### src/rtl/arb_pkg.sv
// Shared definitions for the request arbiters: requester count, index width
// and the two-state arbitration FSM encoding.
package arb_pkg;

  localparam int unsigned N_REQ = 4;
  localparam int unsigned IDX_W = 2;

  typedef enum logic [0:0] {
    IDLE = 1'b0,
    BUSY = 1'b1
  } state_t;

endpackage

### src/rtl/grant_decoder2to4.sv
// 2-to-4 one-hot decoder with enable; all outputs low when EN is low.
module grant_decoder2to4
  import arb_pkg::*;
(
  input  logic [IDX_W-1:0] A,
  input  logic             EN,
  output logic [N_REQ-1:0] D
);

  // One-hot decode of the index, gated by the enable
  always_comb begin
    D = '0;
    if (EN) D[A] = 1'b1;
  end

endmodule

### src/rtl/rr_arbiter4.sv
// Four-requester round-robin arbiter. A registered 2-bit owner index is
// decoded to one-hot grant lines. Every tenure ends through IDLE, so there is
// always at least one dead cycle between owners. Optional hold timeout forces
// release after MAX_HOLD cycles (0 disables it).
// The owner's release strobe is named release_pulse because "release" is a
// reserved word.
module rr_arbiter4
  import arb_pkg::*;
#(
  parameter int unsigned MAX_HOLD = 0,
  parameter int unsigned HOLD_W   = 8
) (
  input  logic             clk,
  input  logic             rst,
  input  logic [N_REQ-1:0] req,
  input  logic             release_pulse,
  output logic [N_REQ-1:0] grant,
  output logic [IDX_W-1:0] grant_idx,
  output logic             grant_valid,
  output logic             timeout
);

  localparam bit TIMEOUT_EN = (MAX_HOLD != 0);
  localparam logic [HOLD_W-1:0] HOLD_LAST =
    TIMEOUT_EN ? HOLD_W'(MAX_HOLD - 1) : '0;

  state_t            state;
  logic [IDX_W-1:0]  ptr;
  logic [HOLD_W-1:0] hold_cnt;
  logic              owner_drop;
  logic              hold_hit;

  // First set request bit searching ptr, ptr+1, ... with modulo-4 wrap.
  // Offsets are visited highest first so the lowest offset is the last write.
  function automatic logic [IDX_W-1:0] rr_pick(input logic [N_REQ-1:0] r,
                                               input logic [IDX_W-1:0] p);
    logic [IDX_W-1:0] pick;
    logic [IDX_W-1:0] cand;
    pick = p;
    for (int unsigned k = 0; k < N_REQ; k++) begin
      cand = p + IDX_W'(N_REQ - 1 - k);
      if (r[cand]) pick = cand;
    end
    return pick;
  endfunction

  // Tenure-ending conditions while BUSY
  always_comb begin
    owner_drop = release_pulse | ~req[grant_idx];
    hold_hit   = TIMEOUT_EN && (hold_cnt == HOLD_LAST);
  end

  // Arbitration FSM, owner register, rotating pointer and hold counter
  always_ff @(posedge clk or posedge rst) begin
    if (rst) begin
      state       <= IDLE;
      grant_idx   <= '0;
      grant_valid <= 1'b0;
      timeout     <= 1'b0;
      ptr         <= '0;
      hold_cnt    <= '0;
    end else if (state == IDLE) begin
      timeout <= 1'b0;
      if (|req) begin
        grant_idx   <= rr_pick(req, ptr);
        grant_valid <= 1'b1;
        hold_cnt    <= '0;
        state       <= BUSY;
      end
    end else begin
      if (hold_cnt != '1) hold_cnt <= hold_cnt + 1'b1;
      if (owner_drop || hold_hit) begin
        state       <= IDLE;
        grant_valid <= 1'b0;
        ptr         <= grant_idx + 1'b1;
        timeout     <= hold_hit & ~owner_drop;
      end else begin
        timeout <= 1'b0;
      end
    end
  end

  grant_decoder2to4 u_dec (
    .A  (grant_idx),
    .EN (grant_valid),
    .D  (grant)
  );

endmodule

### config.mk
export PLATFORM = sky130hd
export DESIGN_NAME = rr_arbiter4
export DESIGN_NICKNAME = d
export VERILOG_FILES = /design/src/rtl/arb_pkg.sv /design/src/rtl/grant_decoder2to4.sv /design/src/rtl/rr_arbiter4.sv
export SDC_FILE = /design/constraint.sdc
export NUM_CORES = 1
export LEC_CHECK = 0
export CAP_MARGIN = 20
export CORE_AREA = 2 2 39 41
export CTS_CLUSTER_DIAMETER = 30
export DETAILED_ROUTE_END_ITERATION = 10
export DIE_AREA = 0 0 41 43
export RECOVER_POWER = 50
export SYNTH_ARGS = -nofsm -noshare
export SYNTH_HDL_FRONTEND = slang
export SYNTH_SLANG_ARGS = --single-unit
### constraint.sdc
create_clock -name clk -period 3.1 [get_ports clk]
set_input_delay 0.775 -clock clk [delete_from_list [all_inputs] [get_ports clk]]
set_output_delay 0.775 -clock clk [all_outputs]
set_load 0.02 [all_outputs]
## Word level (Yosys, flattened, before mapping)

Cells that the tools add are included.

| cells by class | value |
|---|---|
| multiplexer cells | 23 |
| order comparisons | 6 |
| add/sub/neg operators | 4 |
| bitwise operators | 3 |
| equality and inequality tests | 1 |
| reductions and logical operators | 6 |

Operators by type and width:

| operator | count |
|---|---|
| 2-bit by 3-bit < comparator with 1-bit output (second input constant) | 5 |
| 1-bit two-way mux | 12 |
| 1-bit binary-select mux with 2-bit select | 5 |
| 2-bit two-way mux | 4 |
| 2-bit AND reduction | 3 |
| 2-bit by 1-bit adder with 2-bit output (second input constant) | 2 |
| 2-bit adder (second input constant) | 2 |
| 4-bit two-way mux | 1 |
| 4-bit OR reduction | 1 |
| 1-bit demux with 2-bit select | 1 |
| 2-bit by 1-bit greater-or-equal comparator with 1-bit output (second input constant) | 1 |
| 2-bit by 1-bit inequality test with 1-bit output (second input constant) | 1 |
| 1-bit inverter | 2 |
| 2-bit nonzero test | 1 |
| 1-bit logical AND | 1 |
| 1-bit bitwise OR | 1 |

| word-level totals | value |
|---|---|
| flip-flop bits (word level) | 6 |
| bits of input ports | 7 |
| word-level logic and storage cells | 47 |
| output and inout port bits | 8 |

## Longest topological paths before layout

| depth | value |
|---|---|
| word-level depth | 7 |
| depth in mapped cells | 4 |
| depth with buffers taken out | 4 |

## Hierarchy

A second synthesis with hierarchy kept.

| unflattened totals | value |
|---|---|
| cell total of the unflattened synthesis | 45 |
| area, all modules | 431.7 um^2 |

Modules (own cells, without submodules):

| module | cells each | instances | sequential area each (um^2) | area an instance (um^2) |
|---|---|---|---|---|
| rr_arbiter4 | 41 | 1 | 150.1 | 394.1 |
| grant_decoder2to4 | 4 | 1 | 0.0 | 37.5 |

## Worst setup path after synthesis

No wires, ideal clock.

| timing | value |
|---|---|
| path kind | flip-flop to output port |
| start | register grant_idx[0] |
| end | output grant[0] |
| slack | 1.253 ns |
| arrival | 1.072 ns |
| path buffers | 0 |
| data required time | 2.325 ns |
| stages on the path, launching flop included | 4 |
| cell sequence | dfrtp_1 inv_1 ha_1 and2_1 |

| between the ends | value |
|---|---|
| cells in the longest elaborated chain, start to end | 5 |
| elaborated cells on any way between the ends | 6 |
| those cells by class | order compare: 2; mux: 3; reduce/logical: 1 |

Ends and longest elaborated chain:

| element | RTL line | RTL |
|---|---|---|
| from (decl) | rr_arbiter4.sv:18 | `output logic [IDX_W-1:0] grant_idx,` |
| from (signal assigned) | rr_arbiter4.sv:65 | `grant_idx <= rr_pick(req, ptr);` |
| 2-bit by 3-bit < comparator with 1-bit output (not written as such) or 2-bit by 1-bit greater-or-equal comparator with 1-bit output (tied branches) | grant_decoder2to4.sv:13 | `if (EN) D[A] = 1'b1;` |
| 1-bit logical AND (not written as such) | grant_decoder2to4.sv:13 |  |
| 1-bit two-way mux (not written as such) | grant_decoder2to4.sv:13 |  |
| 1-bit demux with 2-bit select (*) | -- |  |
| 4-bit two-way mux (*) | grant_decoder2to4.sv:13 |  |
| to (decl) | rr_arbiter4.sv:17 | `output logic [N_REQ-1:0] grant,` |

Every way passes the cells marked *; elsewhere a longest branch is shown, timed or not.

## Worst setup path in the final report

Ends and elaborated chain as after synthesis.

==> summary.txt <==
Run status
  – Status: completed

Drt
  – Via/cell ratio: just under 5
  – WL per Instance: 11.3 microns
  – Antenna-violating nets left: 0
  – Pre-antenna DRT Iters: 4
  – Post-Route WL: ~860 microns
  – Drt drc: 0
  – Via count: 370
  – Initial DRC Count: 3

Synth
  – Proportion of synthesized area in mux cells: about 10%
  – Ys Warns: 0
  – Leading area contributor after synthesis: dfrtp_1
  – Cells after Synth: 45
  – Mean Syn Cell Area: 9.87 sq um
  – Mapped cell area: approximately 440 sq um
  – Post-Syn Nets: between 50 and 60
  – Sequential element share of the synthesized area: approximately a third
  – Synth Area in Compound Gates: 21.1%
  – Post-Synth Simple-Gate Area: between 10% and 20%
  – Synth top area share: roughly 34%
  – Synth area leaders: dfrtp_1 (34%), ha_1 (11%), mux2i_1 (6.8%)
  – Xor and xnor area share after synthesis: 0%
  – Synth Register Bits: 6
  – Largest family of logic cells by synthesized area: compound AO/OA/AOI/OAI gates
  – Post-synthesis adder-cell area fraction: between 10% and 20%
  – Distinct cells, synth: 22

CTS
  – Clk root buf: clkbuf_4
  – Clk Latency, worst-skew pair: 0.24 ns
  – Hold Buf Count CTS: 0
  – Sink Count: 6
  – Clock transition at the registers of the reported paths: 0.04 ns
  – CTS tree: done
  – Post-CTS setup buffers: 0
  – CTS Buffer Depth: 2
  – CTS Buf Count: 3
  – Cts repair resizes: 0
  – H-tree depth: 1

Floorplan
  – Initial Util: about a third
  – IO Count: 15
  – # rows: 14
  – Die height: 43 microns
  – Core Box Area: 0.00138 sq mm
  – Die Wd: 41 microns
  – Full die area: between 0.0015 and 0.002 sq mm

STA
  – Crit share post-route: 80.8%
  – Max-slew violations: 0
  – Final hold violation count: 0
  – Actual slew at the worst max-slew pin: between 0.9 and 1 ns
  – Setup TNS: 0 ns
  – Unrepaired setup endpoints after global routing: no
  – Achievable frequency: 399 MHz
  – Minimum clock period: ~2.5 ns
  – Max_slew headroom: 36.9%
  – Endpoints failing setup: 0
  – Clk_skew: roughly 0.00067 ns

Power
  – Clock share of power: between 10% and 20%
  – P per Cell Area: 887 mW/mm^2
  – Sw frac: roughly two fifths
  – Switching power: between 0.2 and 0.25 mW
  – P_int: between 0.3 and 0.4 mW
  – Worst VDD drop: approximately 0.00037 V
  – Combinational power share: a little over half
  – Sequential Power Share: roughly a third
  – Leak: 0.269 nW

Setup path
  – WP data required: around 2.3 ns
  – Critical path cell sequence: inv_1, ha_1, and2_1, clkdlybuf4s50_1
  – R2R Path Start: grant_idx[0]$_DFFE_PP0P_
  – FF-to-FF End: ptr[1]$_DFFE_PP0P_
  – Worst Path Arrival: between 1.5 and 2 ns
  – Setup crit end: grant[0]
  – Worst path buffer plus inverter count: 2
  – CP delay by family, top: buffers and inverters
  – CP Launch Type: flop
  – CP max FO: 7
  – CP Capture Type: output pin
  – Kind of critical path: flop to output pin
  – Largest stage delay, worst path: about 0.52 ns
  – Cell depth of the worst setup path: 4
  – FF-to-FF setup slack: 1.23 ns
  – Critical-path top delay cell: clkdlybuf4s50_1
  – Setup crit start: grant_idx[0]$_DFFE_PP0P_
  – Reg2reg path depth: 3

Layout
  – Filler cells: ~150
  – Finished Core Util: a little over two fifths
  – Share of layout cells above drive strength 1: approximately 8.3%
  – Finished Layout Cells: 76
  – Nets: between 70 and 80
  – Cell area after layout: between 500 and 600 sq um
  – Layout area overhead: 33.2%
  – # diodes: 0

Placed design
  – Routability Congestion: between 0.7 and 0.8
  – Placed cell count: between 70 and 80
  – Dpl cell area: slightly below 600 sq um
  – DP Wirelength: around 680 microns
  – PortBufs: 13

GRT
  – Via count of the first global-routing pass: ~340
  – GR Overflow Total: 0
  – First-pass GRT wire length: between 1000 and 1500 microns
  – Gr usage total: 12.0%
  – Largest net degree at the start of global routing: 8
  – Initial antenna violation count: 0

Hold path
  – HP Class: flop to flop

Flow run
  – Max-cap viol count: 0
## cell type report
cell class,count,area (sq um),share of cell area (%)
repair buffers,13,130,22.0
well taps,16,20.0,3.38
clock buffers,3,22.5,3.81
inverters,7,26.3,4.44
flip-flops and latches,6,150,25.4
multi-input cells,31,243,41.0
## layer usage
metal | global-route usage (%) | vias up | routed length, microns
li1 | - | 189 | -
met4 | 6.00 | 0 | 0
met3 | 1.57 | 0 | 49
met5 | 0 | - | 0
met2 | 18.4 | 12 | 408
met1 | 15.6 | 169 | 399
## logic make-up (layout without fill, tap and decap cells)
group / count (synthesis) / count (layout)
flops: 6 / 6
compound gates: 11 / 11
fa+ha+maj: 4 / 4
other cells: 1 / 1
mux: 4 / 4
buf+inv: 8 / 23
simple gates: 11 / 11
## synth_stat cells
| master | number |
|---|---|
| or3_4 | 1 |
| a21oi_1 | 3 |
| buf_4 | 1 |
| o22ai_1 | 1 |
| a21boi_0 | 1 |
| o21ai_0 | 1 |
| o32ai_1 | 1 |
| inv_1 | 7 |
| conb_1 | 1 |
| and2_1 | 4 |
| mux2i_1 | 3 |
| dfrtp_1 | 6 |
| ha_1 | 4 |
| a2111oi_0 | 1 |
| nor2_1 | 3 |
| nor3b_1 | 1 |
| nor4_1 | 1 |
| o311ai_4 | 1 |
| mux2_4 | 1 |
| a221oi_1 | 1 |
| nor2b_1 | 1 |
| o21a_1 | 1 |
## placed cells by master (no fill, tap or decap), drive strengths merged, types with 2 or more instances in the layout
master and n:
clkdlybuf4s50 11, inv 7, dfrtp 6, and2 4
ha 4, mux2i 3, nor2 3, a21oi 3
clkbuf 3, dlygate4sd3 2
## worst register-to-register path: stages, from the launching register on
cell,delay (ns)
dfrtp_1,0.46
mux2i_1,0.15
o311ai_0,0.78
mux2_4,0.36
## sequential cells by signal, summed over array words and instances, names as in the netlist
name and count:
grant_idx 2, grant_valid 1, ptr 2, state 1
## power groups by stage
stage	registers [mW]	clock network [mW]	logic, mW
5_1_grt	0.178	0.0727	0.322
4_1_cts	0.175	0.0727	0.308
3_5_place_dp	0.175	0	0.308
2_1_floorplan	0.184	0	0.181
3_3_place_gp	0.177	0	0.307
6_report	0.170	0.0679	0.287
## stage by stage
step | setup slack [ns] | total power [mW] | hold slack, ns
6_report | 0.594 | 0.525 | 0.541
5_1_grt | 0.492 | 0.573 | 0.563
4_1_cts | 0.558 | 0.555 | 0.590
3_5_place_dp | 0.714 | 0.483 | 0.583
3_3_place_gp | 0.725 | 0.484 | 0.577
2_1_floorplan | 1.25 | 0.365 | 0.530
## worst min path at each step
stage | startpoint | end | depth (start not counted)
after floorplan | ptr[0]$_DFFE_PP0P_ | ptr[0]$_DFFE_PP0P_ | 2
after global placement | grant_valid$_DFFE_PP0P_ | grant_valid$_DFFE_PP0P_ | 1
after detailed placement | state$_DFF_PP0_ | grant_idx[0]$_DFFE_PP0P_ | 1
after CTS | ptr[0]$_DFFE_PP0P_ | ptr[0]$_DFFE_PP0P_ | 2
after global routing | state$_DFF_PP0_ | grant_idx[0]$_DFFE_PP0P_ | 1
final | state$_DFF_PP0_ | grant_idx[0]$_DFFE_PP0P_ | 1
No activity file was read; power rests on OpenSTA's default activity.
==> RTL edit 1: new RTL, same settings <==
The package constant `N_REQ` goes from 4 to 8.
--- a/src/rtl/arb_pkg.sv
+++ b/src/rtl/arb_pkg.sv
@@ -3,5 +3,5 @@
 package arb_pkg;
 
-  localparam int unsigned N_REQ = 4;
+  localparam int unsigned N_REQ = 8;
   localparam int unsigned IDX_W = 2;
 
Interface: changed (resized grant and req); port bits go from 15 to 23. No check against the original RTL was run, so the function may have changed too.
==> RTL edit 1 against the unedited design <==
- design area rose by 11%
- final cell count grew 13%
- via count grew 6.5%
- critical path type unchanged
- largest power group unchanged
- setup slack better by 0.085 ns
- non-clock buffer count increased by 4
- wire length grew 5.0%
- synthesized area is 5.9% higher
- register-to-register slack better by 0.15 ns
- synthesized cell count up 13%
- power increased by 1.8%
- sequential cell count did not move
- maximum frequency rose by 3.5%
==> RTL edit 1: results (changes against the unedited design) <==
Logic synthesis
The distinct cell type count of the synthesized netlist came to 23 (was 22). The mean cell area of the mapped netlist is 9.22 µm² (was 9.87 µm²). The post-synthesis share of cell area spent on full adders, half adders and majority gates was 0.106 (was 0.113). Leading post-synthesis cells by instance count: sky130_fd_sc_hd__dfrtp_1 (6), sky130_fd_sc_hd__buf_4 (5), sky130_fd_sc_hd__inv_1 (5), sky130_fd_sc_hd__nor2_1 (5) (was sky130_fd_sc_hd__inv_1 (7), sky130_fd_sc_hd__dfrtp_1 (6), sky130_fd_sc_hd__and2_1 (4), sky130_fd_sc_hd__ha_1 (4)).

The share of cell area taken by muxes after synthesis came to 0.101 (about the same). The synthesized-area fraction occupied by ao, oa, aoi and oai cells is 0.181 (was 0.211). Leading post-synthesis cells by cell area: sky130_fd_sc_hd__dfrtp_1 (32%), sky130_fd_sc_hd__ha_1 (11%), sky130_fd_sc_hd__buf_4 (8.0%) (was sky130_fd_sc_hd__dfrtp_1 (34%), sky130_fd_sc_hd__ha_1 (11%), sky130_fd_sc_hd__mux2i_1 (6.8%)).

Power and ir drop
The power per cell area is 814 nW/µm² (was 887 nW/µm²). The switching power of the nets was 217 µW (was 213 µW). The power dissipated in the clock network is 67.1 µW (was 67.9 µW).

The worst ir drop on vdd came to 0.518 mV (was 0.370 mV). The leakage power is 0.295 nW (was 0.269 nW). The part of the total power dissipated in combinational logic is 0.554 (was 0.547).

Route
The wire length reported by the detailed router is 900 µm (was 857 µm). The via density per instance came to 4.58 (was 4.87). The violation count after the first detailed-routing iteration is 10 (was 3).

The routed length on met1 is 448 µm (was 399 µm). The length of routed met3 wiring came to 30 µm (was 49 µm).

Place
The placed standard-cell area was 638 µm² (was 587 µm²). The pre-CTS setup slack was 0.754 ns (was 0.714 ns). The quantity of I/O buffers inserted on ports is 17 (was 13). The final weighted congestion in routability-driven placement came to 0.719 (was 0.722). The post-DP HPWL is 727 µm (was 683 µm).

GRT
The global router's overall resource usage is 0.116 (was 0.120). The met3 global-route usage was 0.0314 (was 0.0157). The routing usage on met2 came to 0.153 (was 0.184). The number of global-route vias before repair is 347 (was 342). The global-route wire length before repair came to 1390 µm (was 1440 µm).

The met1 track demand over resource in global routing is 0.168 (was 0.156). The maximum number of pins on one net before global-route repair is 7 (was 8).

Hold path
The worst-case hold path end point is state (was grant_idx[0]).

Layout
The layout net count is 87 (was 73). The fraction of layout cells with a size suffix above 1 is 0.0714 (was 0.0833). The filler cell count was 137 (was 149). The post-route non-filler standard cell count is 86 (was 76).

Setup path
The arrival time at the worst endpoint is 1.65 ns (was 1.73 ns). The beginning of the worst register-to-register path is grant_idx[1] (was grant_idx[0]). The maximum fanout encountered on the critical timing path came to 6 (was 7).

The slack of the worst reg-to-reg path is 1.38 ns (was 1.23 ns).

Run status
Run status: completed (unchanged).

Timing
The worst clock skew on the final layout was 0.00418 ns (was 0.000665 ns). The final critical delay including setup and external delays is 2.42 ns (was 2.51 ns).
[RTL edit 1: cell types whose count changed after synthesis, sizes merged, moves of 2 or more]
cell | before | now
a21oi | 3 | 1
buf | 1 | 5
mux2i | 3 | 1
nor2 | 3 | 5
nor2b | 1 | 3
o21ai | 1 | 4
[RTL edit 1: cell type report]
| class | instances | area [µm²] | area share |
|---|---|---|---|
| clock buffers | 3 | 22.5 | 0.0343 |
| well taps | 16 | 20.0 | 0.0305 |
| inverters | 6 | 22.5 | 0.0343 |
| repair buffers | 17 | 170 | 0.259 |
| flip-flops and latches | 6 | 150 | 0.229 |
| multi-input cells | 38 | 272 | 0.413 |
[RTL edit 1: kinds of logic (layout without fill, tap and decap cells)]
kind of cell / count (synthesis) / count (layout)
and+or+nand+nor: 14 / 14
AOI/OAI and AO/OA: 12 / 12
buffers and inverters: 11 / 26
DFF: 6 / 6
adders and majority gates: 4 / 4
muxes: 3 / 3
other: 1 / 5
==> RTL edit 2: new RTL, same flow settings <==
Made on the original files. Reset style: synchronous (`rst`), changed in one clocked block.
--- a/src/rtl/rr_arbiter4.sv
+++ b/src/rtl/rr_arbiter4.sv
@@ -52,5 +52,5 @@
 
   // Arbitration FSM, owner register, rotating pointer and hold counter
-  always_ff @(posedge clk or posedge rst) begin
+  always_ff @(posedge clk) begin
     if (rst) begin
       state       <= IDLE;
Function: differs if rst is asserted again (counterexample within 4 cycles, from zero or initial values and one cycle with rst high); with rst held inactive, the same outputs for 10 cycles.
==> RTL edit 2 against the unedited design <==
- utilization fell by 0.18 points
- non-clock buffer count did not move
- first-iteration DRC count rose by 130%
- synthesized area fell by 2.3%
- wire length rose by 1.1%
- setup slack improved by 0.017 ns
- design area fell by 0.42%
- global-route usage rose by 1.1 points
- via count rose by 6.2%
- sequential cell count did not move
- critical endpoint unchanged
Power is not compared: it rests on default switching activity, and its combinational part moved more than twofold at a synthesized area within 25%.
==> RTL edit 2: results (changes against the unedited design) <==
Place
The final weighted congestion in routability-driven placement was 0.795 (was 0.722). The number of cells after detailed placement is 81 (was 73). The placed standard-cell area was 577 µm² (was 587 µm²). The post-DP HPWL is 701 µm (was 683 µm). The pre-CTS setup slack was 0.855 ns (was 0.714 ns).

Route
The post-detailed-route wirelength per cell was 10.3 µm (was 11.3 µm). The wire length on met2 is 423 µm (was 408 µm). The via density per instance is 4.68 (was 4.87). The length of routed met3 wiring is 36 µm (was 49 µm). The violation count after the first detailed-routing iteration was 7 (was 3).

The routed length on met1 is 407 µm (was 399 µm). The total vias in the final route is 393 (was 370).

Setup path
The beginning of the worst register-to-register path is grant_idx[1] (was grant_idx[0]). The length in cells of the worst reg-to-reg path was 4 (was 3). The end of the worst register-to-register path is ptr[1] (unchanged). The slack of the worst reg-to-reg path is 1.64 ns (was 1.23 ns). The worst setup path startpoint is grant_idx[0] (unchanged). The arrival time at the worst endpoint came to 1.71 ns (was 1.73 ns). The cell with the largest stage delay on the worst path is sky130_fd_sc_hd__clkdlybuf4s50_1 (unchanged).

Logic synthesis
The post-synthesis share of cell area spent on full adders, half adders and majority gates is 0.115 (was 0.113). Leading post-synthesis cells by instance count: sky130_fd_sc_hd__nor2_1 (7), sky130_fd_sc_hd__dfxtp_1 (6) (was sky130_fd_sc_hd__inv_1 (7), sky130_fd_sc_hd__dfrtp_1 (6), sky130_fd_sc_hd__and2_1 (4), sky130_fd_sc_hd__ha_1 (4)). The distinct cell type count of the synthesized netlist is 23 (was 22). The share of cell area taken by muxes after synthesis is 0.0922 (was 0.101). The synthesized-area fraction occupied by ao, oa, aoi and oai cells is 0.205 (was 0.211). The async set or reset register ratio after synthesis is 0 (was 1.00).

The sequential cell area fraction in the yosys report is 0.277 (was 0.338). The mean cell area of the mapped netlist is 8.19 µm² (was 9.87 µm²). The synthesized netlist net count is 64 (was 56). Leading post-synthesis cells by cell area: sky130_fd_sc_hd__dfxtp_1 (28%), sky130_fd_sc_hd__ha_1 (12%), sky130_fd_sc_hd__mux2i_1 (9.2%) (was sky130_fd_sc_hd__dfrtp_1 (34%), sky130_fd_sc_hd__ha_1 (11%), sky130_fd_sc_hd__mux2i_1 (6.8%)).

Hold path
The launch instance of the worst min-delay path is state (unchanged). The worst-case hold path end point is state (was grant_idx[0]). The number of cells traversed by the worst hold path is 2 (was 1).

Layout
The fraction of layout cells with a size suffix above 1 was 0.0588 (was 0.0833). The filler cell count is 140 (was 149). The final non-filler cell area is 589 µm² (was 592 µm²). Largest registers: grant_idx (2), ptr (2) (unchanged).

Power and ir drop
The worst ir drop on vdd is roughly 0.15 mV.

GRT
The met3 global-route usage is 0.0314 (was 0.0157). The met1 track demand over resource in global routing is 0.148 (was 0.156). The global router's overall resource usage is 0.131 (was 0.120). The global-route wire length before repair was 1550 µm (was 1440 µm). The routing usage on met2 came to 0.206 (was 0.184).

Timing
The worst clock skew on the final layout came to 0.000170 ns (was 0.000665 ns). The number of pins with negative max-slew slack in the final report is 0 (unchanged). The worst hold slack is 0.544 ns (was 0.541 ns).

Run status
Run status: completed (unchanged).
==> RTL edit 2: changes by cell type after synthesis, sizes merged, moves of 2 or more <==
cell	before	now
dfrtp	6	0
dfxtp	0	6
o221ai	0	2
nand2	0	2
nor2	3	8
inv	7	4
nand2b	0	2
==> RTL edit 2: power groups by stage <==
| stage | logic [mW] | clock network [mW] | registers (mW) |
|---|---|---|---|
| final | 0.0737 | 0.0693 | 0.0964 |
| after global routing | 0.0837 | 0.0771 | 0.0980 |
| after CTS | 0.0764 | 0.0732 | 0.0971 |
| after detailed placement | 0.0762 | 0 | 0.0984 |
| after global placement | 0.0765 | 0 | 0.0983 |
| after floorplan | 0.0417 | 0 | 0.100 |
==> RTL edit 2: area by class of cell <==
class / instances / area share
sequential: 6 / 0.204
clock buffer: 3 / 0.0382
timing repair buffer: 13 / 0.221
inverter: 4 / 0.0255
multi-input combinational: 42 / 0.478
tap: 16 / 0.0340
==> RTL edit 2: worst max path at each step <==
| stage | to | slack, ns | cells past startpoint |
|---|---|---|---|
| 2_1_floorplan | grant[0] | 1.25 | 3 |
| 3_3_place_gp | grant[0] | 0.89 | 4 |
| 3_5_place_dp | grant[0] | 0.85 | 4 |
| 4_1_cts | grant[0] | 0.59 | 4 |
| 5_1_grt | grant[0] | 0.51 | 4 |
| 6_report | grant[0] | 0.61 | 4 |
==> RTL edit 2: worst max-delay path: cells and delay by family (launching register included) <==
family                   cells  cell delay (ns)
buffers and inverters        2             0.66
flip-flops                   1             0.47
adder cells (fa/ha/maj)      1             0.21
AND/OR/NAND/NOR              1             0.14
==> RTL edit 2: cell families after synthesis <==
logic type | count (synthesis)
compound gates | 12
other cells | 1
flops | 6
buf+inv | 5
mux | 4
simple gates | 21
fa+ha+maj | 4
